## config.mk

```make
export PLATFORM = sky130hd
export DESIGN_NAME = ieee488_source_hs
export DESIGN_NICKNAME = d
export VERILOG_FILES = /design/src/rtl/ieee488_source_hs.sv
export SDC_FILE = /design/constraint.sdc
export NUM_CORES = 1
export LEC_CHECK = 0
export BUFFER_PORTS_ARGS = -buffer_cell sky130_fd_sc_hd__buf_2
export CELL_PAD_IN_SITES_DETAIL_PLACEMENT = 1
export CELL_PAD_IN_SITES_GLOBAL_PLACEMENT = 2
export CORE_AREA = 2 2 77 79
export CTS_BUF_LIST = sky130_fd_sc_hd__clkbuf_4 sky130_fd_sc_hd__clkbuf_8
export CTS_CLUSTER_SIZE = 20
export DETAILED_ROUTE_END_ITERATION = 7
export DIE_AREA = 0 0 79 81
export PLACE_DENSITY = 0.81
export SETUP_SLACK_MARGIN = 0.05
export SLEW_MARGIN = 10
export SYNTH_ARGS = -nofsm -noshare
export SYNTH_HDL_FRONTEND = slang
export SYNTH_SLANG_ARGS = --single-unit
export TNS_END_PERCENT = 20
```

## constraint.sdc

```tcl
create_clock -name clk -period 2.6 [get_ports clk]
set_input_delay 0.39 -clock clk [delete_from_list [all_inputs] [get_ports clk]]
set_output_delay 0.39 -clock clk [all_outputs]
set_load 0.01 [all_outputs]
```

## src/rtl/ieee488_source_hs.sv

```systemverilog
// IEEE-488 source handshake engine: takes command/data bytes from a valid/ready
// stream and runs DAV/NRFD/NDAC against the wired-AND bus, with settle, timeout and IFC abort.
module ieee488_source_hs #(
    parameter int unsigned SETTLE_CYCLES  = 32,
    parameter int unsigned TIMEOUT_CYCLES = 16000
) (
    input  logic       clk,
    input  logic       reset_n,
    input  logic       tx_valid,
    output logic       tx_ready,
    input  logic [7:0] tx_data,
    input  logic       tx_atn,
    input  logic       tx_eoi,
    input  logic       atn_release,
    output logic [7:0] ieee_data_o,
    output logic       ieee_atn_o,
    output logic       ieee_eoi_o,
    output logic       ieee_dav_o,
    input  logic       ieee_nrfd_i,
    input  logic       ieee_ndac_i,
    input  logic       ieee_ifc_i,
    output logic       done,
    output logic       err_timeout,
    output logic       err_nodev,
    output logic       busy
);

    localparam int unsigned CW = $clog2(TIMEOUT_CYCLES + 1);
    localparam logic [CW-1:0] CNT_MAX = '1;

    typedef enum logic [2:0] {
        S_IDLE,
        S_SETUP,
        S_WAIT_RFD,
        S_ASSERT_DAV,
        S_WAIT_DAC,
        S_RELEASE
    } state_t;

    state_t        state_q, state_d;
    logic [CW-1:0] cnt_q, cnt_d, cnt_inc;
    logic [7:0]    data_q, data_d;
    logic          eoi_q, eoi_d;
    logic          dav_q, dav_d;
    logic          atn_held_q, atn_held_d;
    logic          tx_ready_q, tx_ready_d;
    logic          done_q, done_d;
    logic          err_timeout_q, err_timeout_d;
    logic          err_nodev_q, err_nodev_d;
    logic [1:0]    nrfd_sync_q, ndac_sync_q, ifc_sync_q;
    logic          nrfd, ndac, ifc;

    assign nrfd = nrfd_sync_q[1];
    assign ndac = ndac_sync_q[1];
    assign ifc  = ifc_sync_q[1];

    // Saturating increment: the counter may sit at its maximum but never wraps to 0,
    // which keeps cnt_q == 0 a reliable "first cycle in state" marker.
    assign cnt_inc = (cnt_q == CNT_MAX) ? cnt_q : cnt_q + CW'(1);

    always_comb begin
        state_d       = state_q;
        cnt_d         = cnt_q;
        data_d        = data_q;
        eoi_d         = eoi_q;
        dav_d         = dav_q;
        atn_held_d    = atn_held_q;
        done_d        = 1'b0;
        err_timeout_d = 1'b0;
        err_nodev_d   = 1'b0;

        if (!ifc) begin
            state_d    = S_IDLE;
            cnt_d      = '0;
            data_d     = '1;
            eoi_d      = 1'b1;
            dav_d      = 1'b1;
            atn_held_d = 1'b0;
        end else begin
            case (state_q)
                S_IDLE: begin
                    if (tx_valid && tx_ready_q) begin
                        state_d    = S_SETUP;
                        cnt_d      = '0;
                        data_d     = ~tx_data;
                        eoi_d      = ~tx_eoi;
                        atn_held_d = tx_atn;
                    end else if (atn_release) begin
                        atn_held_d = 1'b0;
                    end
                end
                S_SETUP: begin
                    if (32'(cnt_q) >= SETTLE_CYCLES - 1) begin
                        state_d = S_WAIT_RFD;
                        cnt_d   = '0;
                    end else begin
                        cnt_d = cnt_inc;
                    end
                end
                S_WAIT_RFD: begin
                    if (cnt_q == '0 && nrfd && ndac) begin
                        state_d     = S_IDLE;
                        data_d      = '1;
                        eoi_d       = 1'b1;
                        dav_d       = 1'b1;
                        err_nodev_d = 1'b1;
                    end else if (nrfd) begin
                        state_d = S_ASSERT_DAV;
                        dav_d   = 1'b0;
                    end else if (32'(cnt_q) >= TIMEOUT_CYCLES - 1) begin
                        state_d       = S_IDLE;
                        data_d        = '1;
                        eoi_d         = 1'b1;
                        dav_d         = 1'b1;
                        err_timeout_d = 1'b1;
                    end else begin
                        cnt_d = cnt_inc;
                    end
                end
                S_ASSERT_DAV: begin
                    state_d = S_WAIT_DAC;
                    cnt_d   = '0;
                end
                S_WAIT_DAC: begin
                    if (ndac) begin
                        state_d = S_RELEASE;
                        data_d  = '1;
                        eoi_d   = 1'b1;
                        dav_d   = 1'b1;
                        done_d  = 1'b1;
                    end else if (32'(cnt_q) >= TIMEOUT_CYCLES - 1) begin
                        state_d       = S_IDLE;
                        data_d        = '1;
                        eoi_d         = 1'b1;
                        dav_d         = 1'b1;
                        err_timeout_d = 1'b1;
                    end else begin
                        cnt_d = cnt_inc;
                    end
                end
                S_RELEASE: begin
                    state_d = S_IDLE;
                end
                default: begin
                    state_d = S_IDLE;
                end
            endcase
        end

        tx_ready_d = (state_d == S_IDLE) && ifc;
    end

    always_ff @(posedge clk or negedge reset_n) begin
        if (!reset_n) begin
            nrfd_sync_q   <= 2'b11;
            ndac_sync_q   <= 2'b11;
            ifc_sync_q    <= 2'b11;
            state_q       <= S_IDLE;
            cnt_q         <= '0;
            data_q        <= '1;
            eoi_q         <= 1'b1;
            dav_q         <= 1'b1;
            atn_held_q    <= 1'b0;
            tx_ready_q    <= 1'b0;
            done_q        <= 1'b0;
            err_timeout_q <= 1'b0;
            err_nodev_q   <= 1'b0;
        end else begin
            nrfd_sync_q   <= {nrfd_sync_q[0], ieee_nrfd_i};
            ndac_sync_q   <= {ndac_sync_q[0], ieee_ndac_i};
            ifc_sync_q    <= {ifc_sync_q[0], ieee_ifc_i};
            state_q       <= state_d;
            cnt_q         <= cnt_d;
            data_q        <= data_d;
            eoi_q         <= eoi_d;
            dav_q         <= dav_d;
            atn_held_q    <= atn_held_d;
            tx_ready_q    <= tx_ready_d;
            done_q        <= done_d;
            err_timeout_q <= err_timeout_d;
            err_nodev_q   <= err_nodev_d;
        end
    end

    assign tx_ready    = tx_ready_q;
    assign ieee_data_o = data_q;
    assign ieee_eoi_o  = eoi_q;
    assign ieee_dav_o  = dav_q;
    assign ieee_atn_o  = ~atn_held_q;
    assign done        = done_q;
    assign err_timeout = err_timeout_q;
    assign err_nodev   = err_nodev_q;
    assign busy        = (state_q != S_IDLE);

endmodule

```

==> results of run 1 <==
-- per-layer routing --
metal / GRT usage (%) / up-vias / part of all wire [%] / wire [um]
met5: 0 / - / 0 / 0
met4: 4.655 / 0 / 1.2 / 59
met3: 3.667 / 6 / 2.7 / 130
met2: 28.56 / 19 / 49 / 2372
met1: 20.66 / 822 / 47 / 2295
li1: - / 807 / - / -
-- state kept, by name (all words and copies together), names as in the netlist --
name         cells
err_timeout      1
done             1
state_q          3
cnt_q           14
tx_ready         1
ifc_sync_q       2
atn_held_q       1
err_nodev        1
ndac_sync_q      2
nrfd_sync_q      2
ieee_data_o      8
ieee_eoi_o       1
ieee_dav_o       1
-- worst max-delay path by stage --
stage,end,slack (ns)
4_1_cts,cnt_q[9],0.51
3_5_place_dp,cnt_q[9],0.48
5_1_grt,cnt_q[7],0.37
3_3_place_gp,cnt_q[3],0.52
2_1_floorplan,cnt_q[7],0.92
6_report,cnt_q[9],0.55
-- stage by stage --
| stage | power, mW | utilization [%] | cell area [um2] | setup WS (ns) | hold slack, ns |
|---|---|---|---|---|---|
| 2_1_floorplan | 0.7237 | - | 2136 | 0.9151 | 0.09441 |
| 3_3_place_gp | 0.7810 | 41.31 | 2345 | 0.5216 | 0.3472 |
| 3_5_place_dp | 0.7827 | 41.31 | 2345 | 0.4762 | 0.3475 |
| 4_1_cts | 1.318 | 43.43 | 2465 | 0.5074 | 0.1849 |
| 5_1_grt | 1.367 | 43.43 | 2465 | 0.3688 | 0.1740 |
| 6_report | 1.295 | 43.43 | 2465 | 0.5453 | 0.1855 |
-- cell families after synthesis --
family          count (synthesis)
compound gates                 51
flops                          38
fa+ha+maj                       3
buf+inv                        27
simple gates                   80
xor+xnor                        8
-- cell type report --
class                   count  share of cell area, %
repair buffers             35                  7.411
multi-input cells         142                  42.08
inverters                  16                  2.437
flip-flops and latches     38                  39.39
clock buffers               7                  3.655
clock inverters             1                  1.218
well taps                  75                  3.807
-- critical path: stages, from the launching register on --
cell	delay (ns)
dfrtp_1	0.53
nand2b_1	0.10
o211a_1	0.13
o211ai_1	0.55
inv_1	0.16
or2_1	0.29
o31ai_1	0.21
-- power by group --
part	switching [mW]	leakage (nW)	internal [mW]	total, mW
clock	0.202	0.0619	0.323	0.525
combinational	0.0823	0.519	0.0500	0.132
sequential	0.0176	0.472	0.620	0.637
total	0.302	1.05	0.993	1.29
-- cell usage in the layout (no fill, tap or decap), types with 3 or more instances in the layout --
cell      Yosys  routed
nand4_1      10      10
and2_1        4       4
a21oi_1      11      11
a32oi_1       9       9
buf_4         1       3
nor3_1        4       4
nand3_1       8       8
a31oi_4       3       3
o21ai_0       5       5
dfstp_2      16      16
ha_1          3       3
xor2_1        7       7
nand2_1      13      13
inv_1        15      15
nor2_1       14      14
nand2b_1      5       5
clkbuf_8      0       6
dfrtp_1      22      22
and3_1        6       6
o21ai_1       3       3
buf_2         6      32
==> run_results.csv, run 1 <==
group,metric,value,unit
clocking,numCtsBuffers,5,
worst_setup_path,worst-setup-path-type,"flip-flop to flip-flop",
clocking,clk_latency,0.29,ns
routing,routed_via_density,5.268,
synthesis,ys.flop_type,"dfrtp_1",
synthesis,synth_xor_area_share,3.281,%
routing,vias,1654,
clocking,htreeDepth,2,
global_route,grt_util_all_layers,16.44,%
timing,worstMarginPinSlew,0.8223,ns
routing,wl_per_cell,15.47,um
layout,fin_cells,314,
placed_design,portBuffers,32,
timing,slew_headroom,45.18,%
layout,fillers,675,
layout,multi_input_area,1037,um2
synthesis,synth_most_common_cell,"dfrtp_1",
layout,final_nets,258,
clocking,clock_path_buffers,2,
synthesis,synthTopCellsByCount,"dfrtp_1 (22), dfstp_2 (16), inv_1 (15)",
synthesis,ys_types,54,
worst_setup_path,r2r_setup_slack,0.55,ns
layout,regArea,970.9,um2
power,ir_worst_vdd,0.0002279,V
synthesis,synth_simple_gate_area_share,22.61,%
synthesis,synth_compound_area_share,20.91,%
routing,drcViolationCount,0,
timing,timing.final.crit_share,79.03,%
layout,drive_above_1_share,33.89,%
placed_design,place.detailed.hpwl,3550,um
hold_path,min_path_type,"input port to asynchronous set/reset pin",
layout,antenna_cells,0,
power,p_leak,1.052,nW
timing,grt_setup_unrepaired,"no",
flow_run,drv_cap,0,
synthesis,syn_area,2136,um2
global_route,antenna_found_initial,0,
clocking,cts_sinks,38,
synthesis,yosys.area.top_type,"dfrtp_1",
die,fp.dieH,81,um
synthesis,synth_edf_count,0,
routing,wirelength,4857,um
timing,clock_skew,0.004636,ns
timing,drv_slew,0,
clocking,cts_resized,0,
clocking,cts_setup_buffers,0,
power,cellPowerDensity,525.3,nW/um2
die,die_w,79,um
worst_setup_path,reg2regPathDepth,6,
placed_design,dp.cells,306,
synthesis,synth_warnings,0,
clocking,clk_pin_slew,0.07,ns
global_route,grt_pass1_wl,8238,um
worst_setup_path,worstReg2RegEnd,"cnt_q[9]",
routing,ant_nets,0,
timing,report.final.hold_viol_count,0,
global_route,grt_max_degree,39,
global_route,overflow,0,
synthesis,synth_seq_cells,38,
die,rows,28,
routing,drt_iter0_drc,82,
synthesis,syn_inst,207,
synthesis,synthAdderAreaFrac,1.757,%
die,io_pins,33,
synthesis,syn-num-nets,227,
outcome,status,"finished clean",
worst_setup_path,end_kind,"flip-flop",
timing,finalSetupViolCount,0,
timing,final.setup.tns,0,ns
timing,maxClockFrequency,0.4867,GHz
synthesis,synth.area.top_cells,"dfrtp_1 (26%), dfstp_2 (20%), a32oi_1 (3.7%)",
synthesis,synth_top_family_by_area,"simple AND/OR/NAND/NOR gates",
synthesis,ys_seq_area_share,45.46,%
synthesis,synth_top_area_share,25.78,%
placed_design,gp_congestion,0.7743,
layout,synthToLayoutAreaGrowth,15.41,%
worst_setup_path,cp_max_fo,9,
worst_setup_path,start_kind,"flip-flop",
clocking,cts_tree,"yes",
timing,min_period,2.055,ns
die,core_area,5675,um2
global_route,grt_pass1_vias,1746,
worst_setup_path,cp-startpoint,"state_q[1]",
synthesis,avgSynthCellArea,10.32,um2
synthesis,synth.area.mux_share,0,%
worst_setup_path,required,2.80,ns
clocking,cts_root_buf,"clkbuf_8",
die,initial_utilization,37.63,%
worst_setup_path,r2r-start,"state_q[1]",
synthesis,async_flop_share,100.0,%
worst_setup_path,crit_arrival,2.25,ns
routing,drtPass1Iterations,4,
clocking,hold_buffers,0,
die,die_area,6399,um2
Note: power is estimated with default switching activity, not from simulation.
==> run 2, diff against run 1 <==
- CORE_AREA: 2 2 77 79 -> 2 2 79 81
- DIE_AREA: 0 0 79 81 -> 0 0 81 83
- PLACE_DENSITY: 0.81 -> 0.77
- clock period: 2.6 -> 2.1 ns (I/O delays scaled with it)
==> run_results.csv, run 2 (synthesis gave the netlist of run 1 again) <==
group,metric,value,unit
power,power_frac_comb,10.7,%
routing,ant_nets,0,
power,p_leak,1.074,nW
timing,final.setup.tns,0,ns
routing,drt_iter0_drc,57,
layout,synthToLayoutAreaGrowth,16.75,%
die,io_pins,33,
worst_setup_path,slowest_stage,"dfrtp_1",
worst_setup_path,r2r_setup_slack,0.23,ns
clocking,cts_resized,0,
power,p_switching,0.4135,mW
timing,maxClockFrequency,0.5338,GHz
worst_setup_path,worstReg2RegEnd,"cnt_q[2]",
power,pwr-share-clk,40.2,%
worst_setup_path,path_delay_family,"simple AND/OR/NAND/NOR gates",
global_route,grt_max_degree,39,
clocking,numCtsBuffers,5,
worst_setup_path,cp_max_fo,8,
die,die_area,6723,um2
power,switching_share,25.80,%
clocking,clk_latency,0.29,ns
layout,final_common_cell,"buf_2",
timing,slew_headroom,44.18,%
layout,drive_above_1_share,35.25,%
flow_run,drv_cap,0,
power,cellPowerDensity,642.8,nW/um2
power,p_seq_share,49.2,%
worst_setup_path,path_buf_inv,1,
clocking,clock_path_buffers,2,
worst_setup_path,r2r-start,"cnt_q[0]",
hold_path,min_path_type,"input port to flip-flop",
timing,clock_skew,0.004180,ns
routing,vias,1675,
timing,worstMarginPinSlew,0.8373,ns
global_route,grt_pass1_vias,1711,
worst_setup_path,cp-startpoint,"cnt_q[0]",
global_route,grt_pass1_wl,8666,um
routing,routed-wl-met2,2294,um
timing,finalSetupViolCount,0,
worst_setup_path,end_kind,"flip-flop",
routing,drcViolationCount,0,
placed_design,place.detailed.hpwl,3740,um
routing,wirelength,5023,um
timing,timing.final.crit_share,89.21,%
clocking,cts_setup_buffers,0,
global_route,grt_util_all_layers,16.38,%
global_route,antenna_found_initial,0,
routing,routed_via_density,5.251,
timing,drv_slew,0,
die,rows,28,
routing,wl_per_cell,15.75,um
clocking,cts_tree,"yes",
worst_setup_path,crit_arrival,2.09,ns
die,initial_utilization,36.73,%
layout,antenna_cells,0,
die,fp.dieH,83,um
routing,drtPass1Iterations,4,
timing,report.final.hold_viol_count,0,
layout,final_nets,263,
layout,fillers,718,
layout,top_register,"cnt_q",
worst_setup_path,slowest_delay,0.40,ns
layout,largest_register_ffs,14,
placed_design,gp_congestion,0.7630,
worst_setup_path,reg2regPathDepth,7,
routing,top_layer,"met4",
die,die_w,81,um
clocking,cts_root_buf,"clkbuf_8",
clocking,hold_buffers,0,
routing,drt-met1-wl,2524,um
worst_setup_path,cp.depth,7,
power,ir_worst_vdd,0.0003061,V
worst_setup_path,path_cells,"ha_1 -> o2111ai_1 -> and4_4 -> a31oi_4 -> and2_1 -> buf_4 -> nor2_1",
worst_setup_path,required,2.32,ns
worst_setup_path,worst-setup-path-type,"flip-flop to flip-flop",
routing,route.met3.wl,158,um
global_route,overflow,0,
worst_setup_path,start_kind,"flip-flop",
power,p_int,1.190,mW
placed_design,portBuffers,32,
clocking,clk_pin_slew,0.08,ns
outcome,status,"finished clean",
timing,min_period,1.873,ns
clocking,htreeDepth,2,
power,finalPower,1.603,mW
clocking,cts_sinks,38,
timing,grt_setup_unrepaired,"no",
worst_setup_path,cp-endpoint,"cnt_q[2]",
layout,final_cell_mix,"buf_2 (32), dfrtp_1 (22), dfstp_2 (16)",
die,core_area,5816,um2
==> run 2: cell type report <==
class | count | area, um2 | share of cell area [%]
clock buffers | 5 | 68.82 | 2.760
clock inverters | 3 | 42.54 | 1.706
inverters | 16 | 60.06 | 2.408
multi-input cells | 142 | 1037 | 41.60
flip-flops and latches | 38 | 970.9 | 38.94
well taps | 75 | 93.84 | 3.763
repair buffers | 40 | 220.2 | 8.831
==> run 2: stage by stage <==
stage	utilization (%)	cell area [um2]	instances	hold WS, ns	worst slack (ns)
5_1_grt	42.88	2494	319	0.09554	0.09304
6_report	42.88	2494	319	0.1100	0.2266
4_1_cts	42.88	2494	319	0.1023	0.2142
3_5_place_dp	40.96	2382	311	0.3484	0.2282
2_1_floorplan	-	2136	207	0.01941	0.4151
3_3_place_gp	40.96	2382	311	0.3474	0.2756
==> run 2: how the worst min path moves through the flow <==
stage	from	endpoint	slack, ns	cells past startpoint
5_1_grt	ieee_ndac_i	ndac_sync_q[0]	0.1	1
3_5_place_dp	ifc_sync_q[0]	ifc_sync_q[1]	0.35	0
2_1_floorplan	reset_n	atn_held_q	0.02	0
6_report	ieee_ndac_i	ndac_sync_q[0]	0.11	1
3_3_place_gp	ifc_sync_q[0]	ifc_sync_q[1]	0.35	0
4_1_cts	ieee_ndac_i	ndac_sync_q[0]	0.10	1
==> run 2: power groups by stage <==
| stage | combinational (mW) | clock [mW] | sequential (mW) |
|---|---|---|---|
| 2_1_floorplan | 0.0954 | 0 | 0.801 |
| 3_3_place_gp | 0.173 | 0 | 0.801 |
| 3_5_place_dp | 0.175 | 0 | 0.802 |
| 4_1_cts | 0.175 | 0.661 | 0.789 |
| 5_1_grt | 0.193 | 0.694 | 0.792 |
| 6_report | 0.171 | 0.644 | 0.788 |
==> run 2: layer usage <==
metal | GRT usage [%] | vias to the layer above
met1 | 23.89 | 830
met3 | 3.261 | 5
met2 | 24.49 | 24
li1 | - | 816
met4 | 4.622 | 0
met5 | 0 | -
==> run 3, diff against run 2 <==
- ABC_CLOCK_PERIOD_IN_PS: not set -> 2100
- PLACE_DENSITY: 0.77 -> not set
- PLACE_DENSITY_LB_ADDON: not set -> 0.3
==> run_results.csv, run 3 (synthesis gave the netlist of run 1 again) <==
group,metric,value,unit
routing,ant_nets,0,
clocking,clk_pin_slew,0.08,ns
timing,finalWorstSetupSlack,0.2031,ns
worst_setup_path,required,2.28,ns
worst_setup_path,worst-setup-path-type,"flip-flop to flip-flop",
timing,worstMarginPinSlew,0.5525,ns
layout,multi_input_area,1056,um2
timing,report.final.hold_viol_count,0,
timing,timing.final.crit_share,90.33,%
clocking,htreeDepth,2,
routing,wirelength,5361,um
global_route,grt_util_all_layers,17.60,%
routing,drt_iter0_drc,60,
worst_setup_path,end_kind,"flip-flop",
timing,grt_setup_unrepaired,"yes",
worst_setup_path,cp-startpoint,"cnt_q[1]",
global_route,grt_max_degree,26,
die,die_area,6723,um2
placed_design,gp_congestion,0.7893,
worst_setup_path,r2r-start,"cnt_q[1]",
global_route,grt_pass1_wl,9197,um
layout,fillers,698,
layout,antenna_cells,0,
layout,final_common_cell,"buf_2",
clocking,clk_latency,0.29,ns
routing,routed_via_density,5.206,
timing,whs,0.004805,ns
layout,top_register,"cnt_q",
die,fp.dieH,83,um
global_route,antenna_found_initial,0,
worst_setup_path,worstReg2RegEnd,"cnt_q[6]",
timing,min_period,1.897,ns
routing,wl_per_cell,16.44,um
layout,regArea,970.9,um2
clocking,clock_path_buffers,2,
timing,final.setup.tns,0,ns
timing,finalSetupViolCount,0,
flow_run,drv_cap,0,
placed_design,pre_cts_ws,0.2173,ns
clocking,cts_sinks,38,
timing,clock_skew,0.002142,ns
worst_setup_path,reg2regPathDepth,7,
layout,drive_above_1_share,38.25,%
global_route,overflow,0,
die,initial_utilization,36.73,%
layout,synthToLayoutAreaGrowth,22.14,%
worst_setup_path,crit_arrival,2.08,ns
die,die_w,81,um
placed_design,portBuffers,32,
placed_design,place.detailed.hpwl,4059,um
routing,vias,1697,
timing,drv_slew,0,
power,finalPower,1.755,mW
hold_path,min_path_type,"input port to asynchronous set/reset pin",
power,p_leak,1.125,nW
power,ir_worst_vdd,0.0002496,V
outcome,status,"finished clean",
layout,largest_register_ffs,14,
clocking,numCtsBuffers,5,
layout,final_nets,270,
timing,maxClockFrequency,0.5272,GHz
die,io_pins,33,
die,core_area,5816,um2
timing,slew_headroom,63.17,%
worst_setup_path,cp_max_fo,9,
global_route,grt_pass1_vias,1825,
worst_setup_path,r2r_setup_slack,0.20,ns
worst_setup_path,start_kind,"flip-flop",
clocking,hold_buffers,0,
layout,final_cell_mix,"buf_2 (32), dfrtp_1 (22), dfstp_2 (16)",
routing,drtPass1Iterations,4,
die,rows,28,
clocking,cts_root_buf,"clkbuf_8",
routing,drcViolationCount,0,
clocking,cts_tree,"yes",
power,cellPowerDensity,672.9,nW/um2
==> run 3: cell types whose count changed in the layout (fill, tap and decap cells not counted) <==
cell,change
ha_1,-2
buf_4,+6
buf_12,+1
a21oi_1,-1
clkbuf_8,+1
ha_4,+1
a21oi_2,+1
inv_4,-2
ha_2,+1
bufinv_16,+1
==> run 3: layout make-up <==
class / instances / share of cell area [%]
clock buffer: 6 / 3.165
multi-input combinational: 142 / 40.48
timing repair buffer: 47 / 10.94
clock inverter: 2 / 2.302
tap: 75 / 3.597
inverter: 16 / 2.302
sequential: 38 / 37.22
==> run 3: timing repair <==
item                                    CTS  global route
setup buffers                             0             2
gates resized for setup                   0             4
endpoints found under the setup margin    0             3
==> run 3: layer usage <==
layer	global-route usage (%)	wire, um	up-vias	part of all wire, %
li1	-	-	825	-
met1	23.53	2497	836	47
met2	28.70	2619	26	49
met3	3.587	136	10	2.5
met4	4.777	108	0	2.0
met5	0	0	-	0
==> run 3: worst max-delay path, stage by stage, from the launching register on <==
cell	delay (ns)
dfrtp_1	0.43
ha_4	0.18
nand4_1	0.19
nor4_4	0.48
a31oi_4	0.12
nand4_1	0.16
xor2_1	0.18
nor2_1	0.05
==> run 3: stage by stage <==
stage	utilization (%)	cells	area (um2)
after floorplan	-	207	2136
after global placement	41.82	316	2432
after detailed placement	41.82	316	2432
after CTS	44.28	324	2575
after global routing	44.86	326	2609
final	44.86	326	2609
==> run 3: power by group <==
part	internal [mW]	leakage [nW]	total [mW]	switching, mW
sequential	0.767	0.472	0.793	0.0263
combinational	0.0779	0.582	0.186	0.108
clock	0.507	0.0714	0.776	0.269
==> run 3: worst max path at each step <==
stage	to	slack (ns)
2_1_floorplan	cnt_q[7]	0.42
5_1_grt	cnt_q[6]	0.05
4_1_cts	cnt_q[6]	0.16
3_5_place_dp	cnt_q[3]	0.22
3_3_place_gp	cnt_q[6]	0.21
6_report	cnt_q[6]	0.20
